===== src/rtl/div_sequencer_pkg.sv =====
// Shared divider definitions: bus width, iteration count, FSM encodings.
// Also used by the stall controller; DIV_ZERO_CHECK_EN selects the DZERO path.
package div_sequencer_pkg;

  localparam int DATA_BUS = 32;
  localparam int DIV_ITER = 32;
  localparam int CNT_W    = 5;

  localparam logic [1:0] S_IDLE  = 2'd0;
  localparam logic [1:0] S_DZERO = 2'd1;
  localparam logic [1:0] S_RUN   = 2'd2;
  localparam logic [1:0] S_END   = 2'd3;

  typedef struct packed {
    logic [DATA_BUS-1:0] rem;
    logic [DATA_BUS-1:0] dvd;
  } div_pair_t;

  function automatic logic [DATA_BUS-1:0] neg_if(
    input logic                en,
    input logic [DATA_BUS-1:0] v
  );
    return en ? (~v + 32'd1) : v;
  endfunction

endpackage


===== src/rtl/div_step.sv =====
// One restoring-division iteration: shift {rem, dvd} left, trial-subtract.
// Purely combinational; the sequencer registers its outputs each cycle.
module div_step
  import div_sequencer_pkg::*;
(
  input  div_pair_t             i_pair,
  input  logic [DATA_BUS-1:0]   i_dvs,
  output logic [DATA_BUS-1:0]   o_rem,
  output logic [DATA_BUS-2:0]   o_dvd_shift,
  output logic                  o_qbit
);

  logic [DATA_BUS:0] w_trial;
  logic [DATA_BUS:0] w_diff;

  assign w_trial = {i_pair.rem, i_pair.dvd[DATA_BUS-1]};
  assign w_diff  = w_trial - {1'b0, i_dvs};

  // No borrow means the shifted remainder covers the divisor.
  assign o_qbit      = ~w_diff[DATA_BUS];
  assign o_rem       = o_qbit ? w_diff[DATA_BUS-1:0]
                              : w_trial[DATA_BUS-1:0];
  assign o_dvd_shift = i_pair.dvd[DATA_BUS-2:0];

endmodule


===== src/rtl/div_sequencer.sv =====
// Multi-cycle 32-bit signed/unsigned restoring divider controller for EX.
// Optional DIV_ZERO_CHECK_EN adds a one-edge divide-by-zero fast path.
module div_sequencer
  import div_sequencer_pkg::*;
(
  input  logic                clk,
  input  logic                rst,
  input  logic                start,
  input  logic                is_signed,
  input  logic [DATA_BUS-1:0] operand_1,
  input  logic [DATA_BUS-1:0] operand_2,
  input  logic                flush,
  output logic                busy,
  output logic                done,
  output logic [DATA_BUS-1:0] quotient,
  output logic [DATA_BUS-1:0] remainder
);

  logic [1:0]          r_state;
  logic [CNT_W-1:0]    r_cnt;
  div_pair_t           r_pair;
  logic [DATA_BUS-1:0] r_dvs;
  logic                r_signed;
  logic                r_dvd_neg;
  logic                r_q_neg;
  logic                r_done;
  logic [DATA_BUS-1:0] r_quo;
  logic [DATA_BUS-1:0] r_rem;

  logic [DATA_BUS-1:0] w_op1_abs;
  logic [DATA_BUS-1:0] w_op2_abs;
  logic [DATA_BUS-1:0] w_rem;
  logic [DATA_BUS-2:0] w_shift;
  logic                w_qbit;
  logic                w_last;

  assign w_op1_abs = neg_if(is_signed & operand_1[DATA_BUS-1],
                            operand_1);
  assign w_op2_abs = neg_if(is_signed & operand_2[DATA_BUS-1],
                            operand_2);
  assign w_last    = (r_cnt == CNT_W'(DIV_ITER - 1));

  div_step u_step (
    .i_pair      (r_pair),
    .i_dvs       (r_dvs),
    .o_rem       (w_rem),
    .o_dvd_shift (w_shift),
    .o_qbit      (w_qbit)
  );

  always_ff @(posedge clk) begin
    if (rst) begin
      r_state   <= S_IDLE;
      r_cnt     <= '0;
      r_pair    <= '0;
      r_dvs     <= '0;
      r_signed  <= 1'b0;
      r_dvd_neg <= 1'b0;
      r_q_neg   <= 1'b0;
      r_done    <= 1'b0;
      r_quo     <= '0;
      r_rem     <= '0;
    end else begin
      r_done <= 1'b0;
      if (flush) begin
        r_state <= S_IDLE;
      end else begin
        unique case (r_state)
          S_IDLE: begin
            if (start) begin
              r_signed  <= is_signed;
              r_dvd_neg <= operand_1[DATA_BUS-1];
              r_q_neg   <= operand_1[DATA_BUS-1]
                         ^ operand_2[DATA_BUS-1];
              r_cnt     <= '0;
              r_dvs     <= w_op2_abs;
`ifdef DIV_ZERO_CHECK_EN
              if (operand_2 == '0) begin
                r_state    <= S_DZERO;
                r_pair.rem <= '0;
                r_pair.dvd <= operand_1;
              end else begin
                r_state    <= S_RUN;
                r_pair.rem <= '0;
                r_pair.dvd <= w_op1_abs;
              end
`else
              r_state    <= S_RUN;
              r_pair.rem <= '0;
              r_pair.dvd <= w_op1_abs;
`endif
            end
          end
          S_RUN: begin
            r_pair.rem <= w_rem;
            r_pair.dvd <= {w_shift, w_qbit};
            r_cnt      <= r_cnt + 1'b1;
            if (w_last) begin
              r_state <= S_END;
            end
          end
          S_END: begin
            r_quo   <= neg_if(r_signed & r_q_neg, r_pair.dvd);
            r_rem   <= neg_if(r_signed & r_dvd_neg, r_pair.rem);
            r_done  <= 1'b1;
            r_state <= S_IDLE;
          end
          S_DZERO: begin
`ifdef DIV_ZERO_CHECK_EN
            r_quo  <= '1;
            r_rem  <= r_pair.dvd;
            r_done <= 1'b1;
`endif
            r_state <= S_IDLE;
          end
          default: r_state <= S_IDLE;
        endcase
      end
    end
  end

  assign busy      = (r_state != S_IDLE);
  assign done      = r_done;
  assign quotient  = r_quo;
  assign remainder = r_rem;

endmodule


===== config.mk =====
export PLATFORM = sky130hd
export DESIGN_NAME = div_sequencer
export DESIGN_NICKNAME = d
export VERILOG_FILES = /design/src/rtl/div_sequencer_pkg.sv /design/src/rtl/div_step.sv /design/src/rtl/div_sequencer.sv
export SDC_FILE = /design/constraint.sdc
export NUM_CORES = 1
export LEC_CHECK = 0
export ABC_AREA = 1
export ABC_CLOCK_PERIOD_IN_PS = 2900
export CAP_MARGIN = 25
export CORE_MARGIN = 1.5
export CORE_UTILIZATION = 23
export CTS_BUF_LIST = sky130_fd_sc_hd__clkbuf_16
export DETAILED_ROUTE_END_ITERATION = 7
export PLACE_DENSITY = 0.4
export SYNTH_ARGS = -nofsm -noshare
export SYNTH_HDL_FRONTEND = slang
export SYNTH_SLANG_ARGS = --single-unit
export TNS_END_PERCENT = 10

===== constraint.sdc =====
create_clock -name clk -period 2.9 [get_ports clk]
set_input_delay 0.58 -clock clk [delete_from_list [all_inputs] [get_ports clk]]
set_output_delay 0.58 -clock clk [all_outputs]
set_load 0.03 [all_outputs]

==> results of run 1 <==
==> synth_stat cells (all sizes together) <==
library cell  count
o31ai             3
nand3b           13
a221oi            1
o211ai           18
a21oi           212
xor2             58
ha               38
buf              19
nor4              6
nand2           579
a41oi             1
o21ai           139
o22ai             2
nor2            214
clkinv            5
o21a              1
nor3             31
fa                1
nand4            23
a211oi            1
o221ai            9
xnor2            12
a21o              2
nor3b             1
and2              5
inv             330
or4               1
or2               1
a31oi             3
dfxtp           171
nand3           164
clkbuf           53
and3              3
o21bai            7
==> report_power, final <==
part	leakage (nW)	switching [mW]	internal, mW
clock	0.288	1.20	1.23
combinational	5.65	0.930	0.457
sequential	1.39	0.0677	2.41
total	7.32	2.20	4.10
==> stage by stage <==
stage | total power [mW] | hold WS, ns | setup slack (ns)
after floorplan | 3.41 | 0.445 | 0.640
after global placement | 3.93 | 0.454 | 0.194
after detailed placement | 3.93 | 0.459 | 0.152
after CTS | 6.41 | 0.471 | 0.218
after global routing | 6.66 | 0.502 | 0.0184
final | 6.30 | 0.468 | 0.250
==> final cells by class <==
class,count,area (um^2)
Sequential cell,171,3420
Antenna cell,1,2.50
Clock inverter,15,180
Fill cell,6272,39400
Tap cell,748,936
Clock buffer,17,425
Timing Repair Buffer,177,1710
Multi-Input combinational cell,1549,7960
Inverter,335,1260
==> worst min-delay path: stages, from the launching register on <==
cell     delay (ns)
dfxtp_1        0.31
nand2_1        0.06
a21oi_1        0.05
==> logic make-up (layout without fill, tap and decap cells) <==
logic type               count (synthesis)  in the layout
AO/OA/AOI/OAI                          399            399
XOR/XNOR                                70             70
adder cells (fa/ha/maj)                 39             39
buffers and inverters                  407            544
flip-flops                             171            171
other                                    0              1
AND/OR/NAND/NOR                       1041           1041
==> worst min path at each step <==
stage,slack [ns],startpoint,to,depth (start not counted)
6_report,0.47,r_pair[28],r_pair[28],2
3_5_place_dp,0.46,r_pair[28],r_pair[28],2
5_1_grt,0.50,r_cnt[1],r_cnt[1],2
2_1_floorplan,0.45,r_pair[28],r_pair[28],2
3_3_place_gp,0.45,r_pair[28],r_pair[28],2
4_1_cts,0.47,r_pair[28],r_pair[28],2
==> sequential cells by signal, indices dropped and copies added (netlist names), 2 cells and up <==
| name | count |
|---|---|
| quotient | 32 |
| r_cnt | 5 |
| r_dvs | 32 |
| r_pair | 64 |
| r_state | 2 |
| remainder | 32 |
==> per-layer routing <==
layer	up-vias	track usage (%)	wire length (um)
li1	7069	-	-
met1	6167	23.4	24100
met5	-	0	0
met2	177	29.8	23800
met4	0	3.60	548
met3	26	2.89	1430
==> timing repair <==
action | in CTS | in global routing
setup buffers | 0 | 0
resized for setup | 0 | 1
setup endpoints to repair | 0 | 5
==> results_dict.tcl, run 1 <==
set metrics [dict create \
    setup_viol 0 \
    rows 86 \
    synthToLayoutAreaGrowth_pct 22.9 \
    synth_top_area_share_pct 26.5 \
    drive_gt1_share_pct 7.69 \
    arrival_ns 3.01 \
    critPathMaxFanout 18 \
    yosys.area_share.simple_pct 35.4 \
    io_pins 135 \
    wl_um 49800 \
    synth_compound_area_share_pct 17.3 \
    grt_usage_pct 17.6 \
    maxSlewViolCount 0 \
    cp_num_buf_inv 2 \
    cp-endpoint "r_pair[32]" \
    layout_common_cells "nand2_1 (543), inv_1 (322), nor2_1 (210), a21oi_1 (186), dfxtp_1 (171)" \
    synth_warnings 0 \
    ff2ff_path_depth 17 \
    yosysTopAreaCell "dfxtp_1" \
    hold_viol_final 0 \
    htreeDepth 4 \
    tns_ns 0 \
    cp_data_required_time_ns 3.26 \
    synth_mux_area_share_pct 0 \
    post_drt_wl_per_cell_um 16.5 \
    drt_pass1_iterations 7 \
    maxCapViolCount 0 \
    crit_slowest_cell "fa_1" \
    avgSynthCellArea_um2 6.08 \
    clkTransAtPathRegs_ns 0.08 \
    tightest_slew_ns 0.682 \
    tritoncts "built" \
    synth.distinct_cells 50 \
    max_stage_delay_ns 0.46 \
    routed_via_density 4.46 \
    die_x_um 240 \
    grt_pass1_wl_um 76400 \
    fp.coreArea_mm2 0.0553 \
    cts_made_buffers 17 \
    drc 0 \
    synth_area_mm2 0.0129 \
    place_area_mm2 0.0153 \
    io_buffer_count 134 \
    ant_nets 0 \
    hp-class "reg2reg" \
    clock_latency_ns 0.50 \
    antenna_found_initial 1 \
    cts_hold_buffers 0 \
    cp.depth 17 \
    syn_inst 2127 \
    fmax_mhz 377 \
    post-route-util_pct 28.7 \
    slew_headroom_pct 54.0 \
    layout_commonest_cell "nand2_1" \
    ys_seq_elements 171 \
    synth_top_family_by_area "simple AND/OR/NAND/NOR gates" \
    initial_core_util_pct 23.4 \
    r2r-start "r_pair[31]" \
    powerDensity_mw_per_mm2 396 \
    period_share_pct 91.4 \
    dieArea_mm2 0.0577 \
    ir_drop_uv 518 \
    drtIter0Drc 669 \
    clock-sinks 171 \
    grt_pass1_vias 12800 \
    final_cells 3013 \
    crit_type "reg2reg" \
    cts_root_buf "clkbuf_16" \
    yosysSeqAreaShare_pct 26.5 \
    fp.dieH_um 240 \
    synthesis.nets 2235 \
    min_period_ns 2.65 \
    cp-startpoint "r_pair[31]" \
    outcome "complete, no violations" \
    crit_family "simple AND/OR/NAND/NOR gates" \
    final_area_mm2 0.0159 \
    critPathMostFrequentCell "nand2_4" \
    via_count 13400 \
    place_congestion 0.856 \
    ys_top_cells_by_area "dfxtp_1 (26%), nand2_1 (16%), inv_1 (9.4%)" \
    grt_max_degree 113 \
    clock_skew_ns 0.0206 \
    r2r_slack_ns 0.25 \
    path_cells "inv_1 -> ha_1 -> fa_1 -> inv_1 -> nand2_1 -> nand2_1 -> nand3_1 -> nand2_2 -> nand2_4 -> nand2_4 -> nand2_4 -> nand2_4 -> nand2_8 -> nand2_8 -> nand2_1 -> nand3_1 -> a21oi_1" \
    p_leak_nw 7.32 \
    place_hpwl_um 40100 \
    cp-start-kind "flop" \
    rsz0062_at_grt "false" \
    regToRegEndpoint "r_pair[32]" \
    synth-xor-area-share_pct 4.74 \
    dp_cells 2980 \
    gr-total-overflow 0 \
    synthAdderAreaFrac_pct 3.83 \
    end_kind "flop" \
    nNetsFinal 2359 \
    clk_path_buf_depth 2 \
]
No activity file was read; power rests on OpenSTA's default activity.
==> inputs of run 2 (changes only) <==
Settings changed: ABC_CLOCK_PERIOD_IN_PS 2900 to 2150, PLACE_DENSITY 0.4 to 0.41.
Clock period 2.9 ns to 2.15 ns, I/O delays scaled along.
==> run 2 against run 1 <==
The flow now finishes with violations (negative setup slack). Routed wire length is 4.2% higher. Cell count is 10% higher. Via count is 7.4% higher. Die area stayed put. Setup slack worse by 0.36 ns. Maximum frequency is 17% higher. Utilization is 5.0 points higher. First-iteration DRC count is 6.6% higher. Clock power is 29% higher. Global-route usage is 0.70 points higher. Clock-buffer cell count stayed put. Combinational power is 76% higher.
==> results_dict.tcl, run 2 (synthesis gave the netlist of run 1 again) <==
set metrics [dict create \
    outcome "finished, violations left" \
    failed_checks "negative setup slack" \
    tightest_slew_ns 0.601 \
    rsz0062_at_grt "true" \
    r2r_slack_ns -0.11 \
    setup_viol 32 \
    grt_max_degree 100 \
    rows 86 \
    switching_share_pct 34.5 \
    crit_slowest_cell "fa_2" \
    place_congestion 0.885 \
    nNetsFinal 2665 \
    end_kind "flop" \
    dieArea_mm2 0.0577 \
    cts_root_buf "clkbuf_16" \
    arrival_ns 2.66 \
    cp-startpoint "r_pair[31]" \
    crit_type "reg2reg" \
    post-route-util_pct 33.7 \
    clock-sinks 171 \
    setup_slack_ns -0.107 \
    min_period_ns 2.26 \
    htreeDepth 4 \
    cp-start-kind "flop" \
    place_hpwl_um 42400 \
    grt_usage_pct 18.3 \
    maxCapViolCount 0 \
    worstHoldStart "r_pair[28]" \
    io_pins 135 \
    tns_ns -2.59 \
    drc 0 \
    routed_via_density 4.35 \
    ff2ff_path_depth 17 \
    power_frac_clock_pct 35.1 \
    final_cells 3318 \
    p_int_mw 5.84 \
    clkTransAtPathRegs_ns 0.08 \
    gr-total-overflow 0 \
    tritoncts "built" \
    die_x_um 240 \
    hold_viol_final 0 \
    power_frac_comb_pct 27.5 \
    clk_path_buf_depth 2 \
    hp-class "reg2reg" \
    drt_pass1_iterations 7 \
    grt_pass1_wl_um 79900 \
    grt_pass1_vias 14000 \
    regMostFlops "r_pair" \
    drtIter0Drc 713 \
    ant_nets 0 \
    synthToLayoutAreaGrowth_pct 44.3 \
    post_drt_wl_per_cell_um 15.6 \
    fmax_mhz 443 \
    wl_um 51900 \
    fp.coreArea_mm2 0.0553 \
    drive_gt1_share_pct 22.1 \
    max_stage_delay_ns 0.38 \
    r2r-start "r_pair[31]" \
    period_share_pct 105 \
    critPathMaxFanout 10 \
    io_buffer_count 134 \
    diodes 0 \
    cp_data_required_time_ns 2.56 \
    maxSlewViolCount 0 \
    ir_drop_uv 627 \
    powerDensity_mw_per_mm2 478 \
    antenna_found_initial 0 \
    regToRegEndpoint "r_pair[51]" \
    via_count 14400 \
    largest_reg_flops 64 \
    path_cells "inv_2 -> ha_4 -> fa_2 -> inv_2 -> nand2_1 -> nand2_1 -> nand3_1 -> nand2_2 -> nand2_4 -> nand2_4 -> nand2_8 -> nand2_8 -> nand2_8 -> buf_6 -> nand3_1 -> nand3_1 -> a21oi_1" \
    fp.dieH_um 240 \
    cts_hold_buffers 0 \
    dp_cells 3277 \
    clock_skew_ns 0.0137 \
    clock_latency_ns 0.49 \
    layout_common_cells "nand2_1 (532), buf_4 (333), inv_1 (316), nor2_1 (198), a21oi_1 (177)" \
    pwr-share-seq_pct 37.4 \
    initial_core_util_pct 23.4 \
    cp-endpoint "r_pair[51]" \
    p_leak_nw 8.91 \
    cts_made_buffers 17 \
    power_switching_mw 3.08 \
    slew_headroom_pct 59.9 \
    layout_commonest_cell "nand2_1" \
]
## run 2: changes by cell type in the layout (fill, tap and decap cells not counted), moves of 11 or more
| cell | previous run | this run |
|---|---|---|
| nand2_1 | 543 | 532 |
| nand2_2 | 28 | 39 |
| nand3_2 | 19 | 36 |
| nor2_1 | 210 | 198 |
| dfxtp_2 | 0 | 12 |
| buf_4 | 40 | 333 |
| dfxtp_1 | 171 | 158 |
| nand3_1 | 143 | 126 |
## run 2: stage by stage
step	total power [mW]	hold slack, ns	instance area (um^2)	setup slack, ns
floorplan	4.60	0.445	12900	0.00611
detailed placement	5.74	0.457	17600	-0.338
global placement	5.74	0.454	17600	-0.312
finish	8.92	0.467	18700	-0.107
global route	9.44	0.507	18700	-0.238
CTS	8.99	0.469	18400	-0.106
## run 2: routing by layer
metal	part of all wire, %	track usage [%]	wire, um	vias to the layer above
li1	-	-	-	7686
met1	48	24.5	25100	6521
met2	47	30.3	24200	182
met3	2.7	2.42	1400	43
met4	2.3	5.58	1200	0
met5	0	0	0	-
## run 2: worst min path at each step
| stage | end | slack (ns) | cells past startpoint |
|---|---|---|---|
| after CTS | r_pair[28] | 0.47 | 2 |
| after global placement | r_pair[28] | 0.45 | 2 |
| final | r_pair[28] | 0.47 | 2 |
| after floorplan | r_pair[28] | 0.45 | 2 |
| after detailed placement | r_pair[28] | 0.46 | 2 |
| after global routing | r_cnt[1] | 0.51 | 2 |
## run 2: layout make-up
type                            count  area [um^2]
Fill cell                        6134        36600
Multi-Input combinational cell   1550         8350
Timing Repair Buffer              482         4110
Sequential cell                   171         3440
Inverter                          335         1260
Tap cell                          748          936
Clock buffer                       17          425
Clock inverter                     15          145
## run 2: what timing repair did
item	in CTS	in global routing
resized for setup	42	71
cloned	1	0
buffers inserted	3	5
setup endpoints to repair	39	52
pin swaps	6	4
## run 2: worst max-delay path, delay by kind of cell (launching register included)
family	cells	cell delay, ns
AOI/OAI and AO/OA	1	0.14
adders and majority gates	2	0.55
buffers and inverters	3	0.29
DFF	1	0.34
and+or+nand+nor	11	0.86
## run 2: power by group through the flow
stage | logic (mW) | registers, mW | clock network (mW)
finish | 2.45 | 3.34 | 3.13
global route | 2.72 | 3.35 | 3.37
CTS | 2.40 | 3.33 | 3.26
global placement | 2.34 | 3.41 | 0
floorplan | 1.22 | 3.38 | 0
detailed placement | 2.34 | 3.41 | 0
==> RTL edit 1: new RTL, settings of run 1 <==
Build with the macro `DIV_ZERO_CHECK_EN` defined.
--- a/src/rtl/div_sequencer.sv
+++ b/src/rtl/div_sequencer.sv
@@ -1,5 +1,7 @@
 // Multi-cycle 32-bit signed/unsigned restoring divider controller for EX.
 // Optional DIV_ZERO_CHECK_EN adds a one-edge divide-by-zero fast path.
+`define DIV_ZERO_CHECK_EN
+
 module div_sequencer
   import div_sequencer_pkg::*;
 (
Check against the original RTL: not equivalent (a bounded check fails within 4 cycles, from zero or initial values and one cycle with rst high).
==> RTL edit 1 against run 1 <==
  * Sequential cell count unchanged
  * Synthesized area is 2.1% higher
  * Critical endpoint is now quotient[30]
  * Critical path type unchanged
  * Utilization up 0.35 points
  * Power grew 0.69%
  * Via count is 8.4% higher
  * Routed wire length grew 4.1%
  * Setup slack improved by 140 ps
  * Highest routed layer is now met5
  * Count of clock-buffer cells in the layout did not move
  * Final area up 3.6%
==> RTL edit 1: results (changes against run 1) <==
[metrics] status: completed
[metrics] setup skew after layout: 11.6 ps (-9.00 ps)
[metrics] largest fanout on the critical path: 6 (-12)
[metrics] worst vdd ir: 0.000487 V (-6.0%)
[metrics] number of DRC violations after detailed-routing iteration 0: 1,058 (+58%)
[metrics] slowest stage delay, CP: 350 ps (-110 ps)
[metrics] worst min-delay path category: in2reg
[metrics] total met2 wirelength after detailed routing: 23,400 um (-1.6%)
[metrics] non-filler cells, final: 3,179 (+5.5%)
[metrics] transition time at the pin with the least slew margin: 718 ps (+36.2 ps)
[metrics] fraction of the core area covered by cells at the end of the flow: 29.1% (+0.35 points)
[metrics] Slowest cell on crit path: dfxtp_1
[metrics] pin count of the biggest net entering global routing: 75 (-34%)
[metrics] post-synth top area share: 25.9% (-0.54 points)
[metrics] global-route met1 utilization: 24.4% (+1.0 points)
[metrics] met1 wire length: 25,300 um (+5.0%)
[metrics] ratio of cells with drive above 1 in the final layout: 7.10% (-0.58 points)
[metrics] gp weighted congestion: 0.856 (about the same)
[metrics] Worst R2R End: quotient[30]
[metrics] global-route wire length before repair: 80,900 um (+5.9%)
[metrics] setup slack of the worst register-to-register path: 390 ps (+140 ps)
[metrics] count of filler cells inserted in the layout: 6,475 (+3.2%)
[metrics] grt met3 use: 2.94% (+0.048 points)
[metrics] dominant cells by area after synthesis: dfxtp_1, nand2_1, inv_1
[metrics] worst-case reg-to-reg path depth: 13 (-4)
[metrics] most common library cells after synthesis: nand2_1, inv_1, nand3_1
[metrics] number of cells in the design after placement: 3,146 (+5.6%)
[metrics] post-synthesis sequential area ratio: 25.9% (-0.54 points)
[metrics] global-route met2 utilization: 28.2% (-1.5 points)
[metrics] number of nets in the synthesized netlist: 2,359 (+5.5%)
[metrics] launch instance of the worst min-delay path: rst
[metrics] Highest Signal Layer: met5
[metrics] start of the worst register-to-register path: r_pair[1]
[metrics] number of flip-flops under the largest register name: 64 (unchanged)
[metrics] Leak Pwr: 7.63 nW (+4.1%)
[metrics] Unique masters post-synth: 46 (-8.0%)
[metrics] Area after DPL: 15,900 sq um (+4.0%)
[metrics] average wire per standard cell: 16.3 um (-1.3%)
[metrics] detailed-router iteration count before antenna repair: 5 (-2)
[metrics] total routing usage reported by global routing: 17.7% (+0.17 points)
[metrics] wire length on met3: 2160 um (+51%)
[metrics] routed via count divided by cell count: 4.58 (+2.7%)
[metrics] worst hold margin: 390 ps (-78.2 ps)
[metrics] via count of the first global-routing pass: 14,110 (+9.9%)
[metrics] post-placement setup slack: 63.3 ps (-88.6 ps)
[metrics] Layout Nets: 2,517 (+6.7%)
[metrics] Worst EP arrival: 2890 ps (-120 ps)
[metrics] average cell area after synthesis: 5.87 sq um (-3.5%)
[metrics] placed wire-length estimate after detailed placement: 41,600 um (+3.6%)
RTL edit 1: cell count changes after synthesis, sizes merged, moves of 12 or more:
| cell | before | now |
|---|---|---|
| nand3 | 164 | 236 |
| nor3 | 31 | 19 |
| inv | 330 | 345 |
| o21ai | 139 | 106 |
| buf | 19 | 34 |
| xor2 | 58 | 33 |
| nor2 | 214 | 195 |
| nand2 | 579 | 662 |
RTL edit 1: worst register-to-register path, delay by kind of cell, from the launching register on:
kind | cells | cell delay (ps)
adders and majority gates | 1 | 190
buffers and inverters | 2 | 260
DFF | 1 | 350
and+or+nand+nor | 10 | 1610
RTL edit 1: worst max path at each step:
stage	start	endpoint	slack, ps	cells past startpoint
floorplan	r_pair[31]	r_pair[32]	710	16
global placement	operand_2[0]	r_pair[30]	-370	13
detailed placement	operand_2[2]	r_dvs[25]	60	12
CTS	r_pair[31]	r_pair[35]	370	18
global route	r_pair[31]	r_pair[42]	130	18
finish	r_pair[1]	quotient[30]	390	13
RTL edit 1: power breakdown:
| part | switching, W | internal, W | total (W) |
|---|---|---|---|
| clock network | 0.00110 | 0.00126 | 0.00236 |
| logic | 0.000987 | 0.000519 | 0.00151 |
| registers | 0.0000599 | 0.00242 | 0.00248 |
RTL edit 1: cell type report:
cell class	count	share of cell area (%)
clock buffer	17	2.58
inverter	347	7.91
antenna	1	0.0152
timing repair buffer	226	12.9
sequential	171	20.8
multi-input combinational	1646	49.1
tap	756	5.74
clock inverter	15	0.919
RTL edit 1: cell families after synthesis:
| logic type | synth area share, % |
|---|---|
| adder cells (fa/ha/maj) | 3.75 |
| flip-flops | 25.9 |
| AO/OA/AOI/OAI | 16.2 |
| AND/OR/NAND/NOR | 38.3 |
| buffers and inverters | 13.0 |
| XOR/XNOR | 2.85 |
==> RTL edit 2: new RTL, settings of run 1 <==
Made on the original files. Put one more register stage on the output `quotient`. The value now appears one clock later. The other outputs are not delayed to match.
--- a/src/rtl/div_sequencer.sv
+++ b/src/rtl/div_sequencer.sv
@@ -121,7 +121,9 @@
 
   assign busy      = (r_state != S_IDLE);
   assign done      = r_done;
-  assign quotient  = r_quo;
+  always_ff @(posedge clk) begin
+    quotient <= r_quo;
+  end
   assign remainder = r_rem;
 
 endmodule
Function: no difference found for any inputs over 4 cycles, from zero or initial values and one cycle with rst high; that may be too few to reach the edited logic, so the function may still have changed.
==> RTL edit 2 against run 1 <==
  * Largest cell class unchanged
  * Final area is 4.1% higher
  * Synthesized area increased by 3.6%
  * Routed wire length is 0.16% lower
  * Critical path type unchanged
  * Global-route usage fell by 1.1 points
  * Setup slack lost 28 ps
  * Sequential cell count is 32 higher
  * Power up 19%
==> RTL edit 2: results (changes against run 1) <==
[metrics] status: completed
[metrics] Leak Pwr: 7.60 nW (+3.8%)
[metrics] final critical-path required period: 2680 ps (+27.8 ps)
[metrics] power per cell area: 452 nW/um^2 (+14%)
[metrics] clock latency reported for the late side of the worst-skew pair: 550 ps (+50 ps)
[metrics] post-placement setup slack: 145 ps (-7.07 ps)
[metrics] total met2 wirelength after detailed routing: 22,600 um (-5.0%)
[metrics] complex-gate fraction of the synthesized area: 16.0% (-1.3 points)
[metrics] share of the synthesized netlist area taken by xor and xnor gates: 4.57% (-0.16 points)
[metrics] count of filler cells inserted in the layout: 6,499 (+3.6%)
[metrics] Worst EP arrival: 3160 ps (+150 ps)
[metrics] total number of vias: 13,467 (+0.21%)
[metrics] cell count after synthesis: 2,132 (+0.24%)
[metrics] launch instance of the worst min-delay path: r_quo[7]
[metrics] Flop+latch power: 0.00291 W (+17%)
[metrics] pin count of the biggest net entering global routing: 103 (-8.8%)
[metrics] Area after DPL: 15,700 sq um (+2.5%)
[metrics] number of stages on the worst hold path: 0 (-2)
[metrics] detailed-router iteration count before antenna repair: 5 (-2)
[metrics] dominant cells by area after synthesis: dfxtp_1, nand2_1, inv_1
[metrics] number of nets in the synthesized netlist: 2,240 (+0.22%)
[metrics] ratio of cells with drive above 1 in the final layout: 6.30% (-1.4 points)
[metrics] clock transition at the register clock pins on the worst setup and hold paths after CTS: 60 ps (-20 ps)
[metrics] global-route met1 utilization: 22.8% (-0.54 points)
[metrics] global-route wire length before repair: 76,900 um (+0.67%)
[metrics] wire length on met3: 2030 um (+42%)
[metrics] worst relative slew slack: 53.7% (-0.31 points)
[metrics] maximum buffer depth of the clock tree: 3 (+1)
[metrics] total routing usage reported by global routing: 16.5% (-1.1 points)
[metrics] worst hold margin: 348 ps (-120 ps)
[metrics] routed via count divided by cell count: 4.44 (-0.55%)
[metrics] Unique masters post-synth: 47 (-6.0%)
[metrics] met1 wire length: 24,400 um (+1.1%)
[metrics] Worst Hold End: quotient[7]
[metrics] adder-cell share of the synthesized area: 3.70% (-0.13 points)
[metrics] number of DRC violations after detailed-routing iteration 0: 975 (+46%)
[metrics] H-tree levels: 1 (-3)
[metrics] count of inserted antenna diode cells: 0 (-1)
[metrics] share of total power in the clock network: 44.2% (+5.7 points)
[metrics] largest fanout on the critical path: 15 (-3)
[metrics] fraction of the core area covered by cells at the end of the flow: 28.7% (-0.057 points)
-- RTL edit 2: cell count changes in the layout (fill, tap and decap cells not counted), sizes merged, moves of 8 or more --
cell / run 1 / this run
nand2: 579 / 563
o22ai: 2 / 10
clkbuf: 17 / 26
buf: 44 / 33
a21oi: 212 / 176
a31oi: 3 / 22
dfxtp: 171 / 203
-- RTL edit 2: final cells by class --
| class | instances | area share, % |
|---|---|---|
| multi-input combinational | 1517 | 47.0 |
| sequential | 203 | 24.6 |
| timing repair buffer | 166 | 9.84 |
| inverter | 337 | 7.65 |
| tap | 765 | 5.78 |
| clock buffer | 26 | 3.93 |
| clock inverter | 22 | 1.29 |
-- RTL edit 2: worst max-delay path, cell delays in order, from the launching register on --
cell and delay [ps]:
dfxtp_1 420, inv_1 110, ha_1 250, fa_2 400
inv_1 110, nand2_1 50, nand2_1 70, nand3_1 80
nand2_2 130, nand2_4 70, nand2_4 70, nand2_4 80
nand2_4 110, nand2_4 80, buf_4 200, nand3_1 150
nand3_2 100, a21oi_2 130
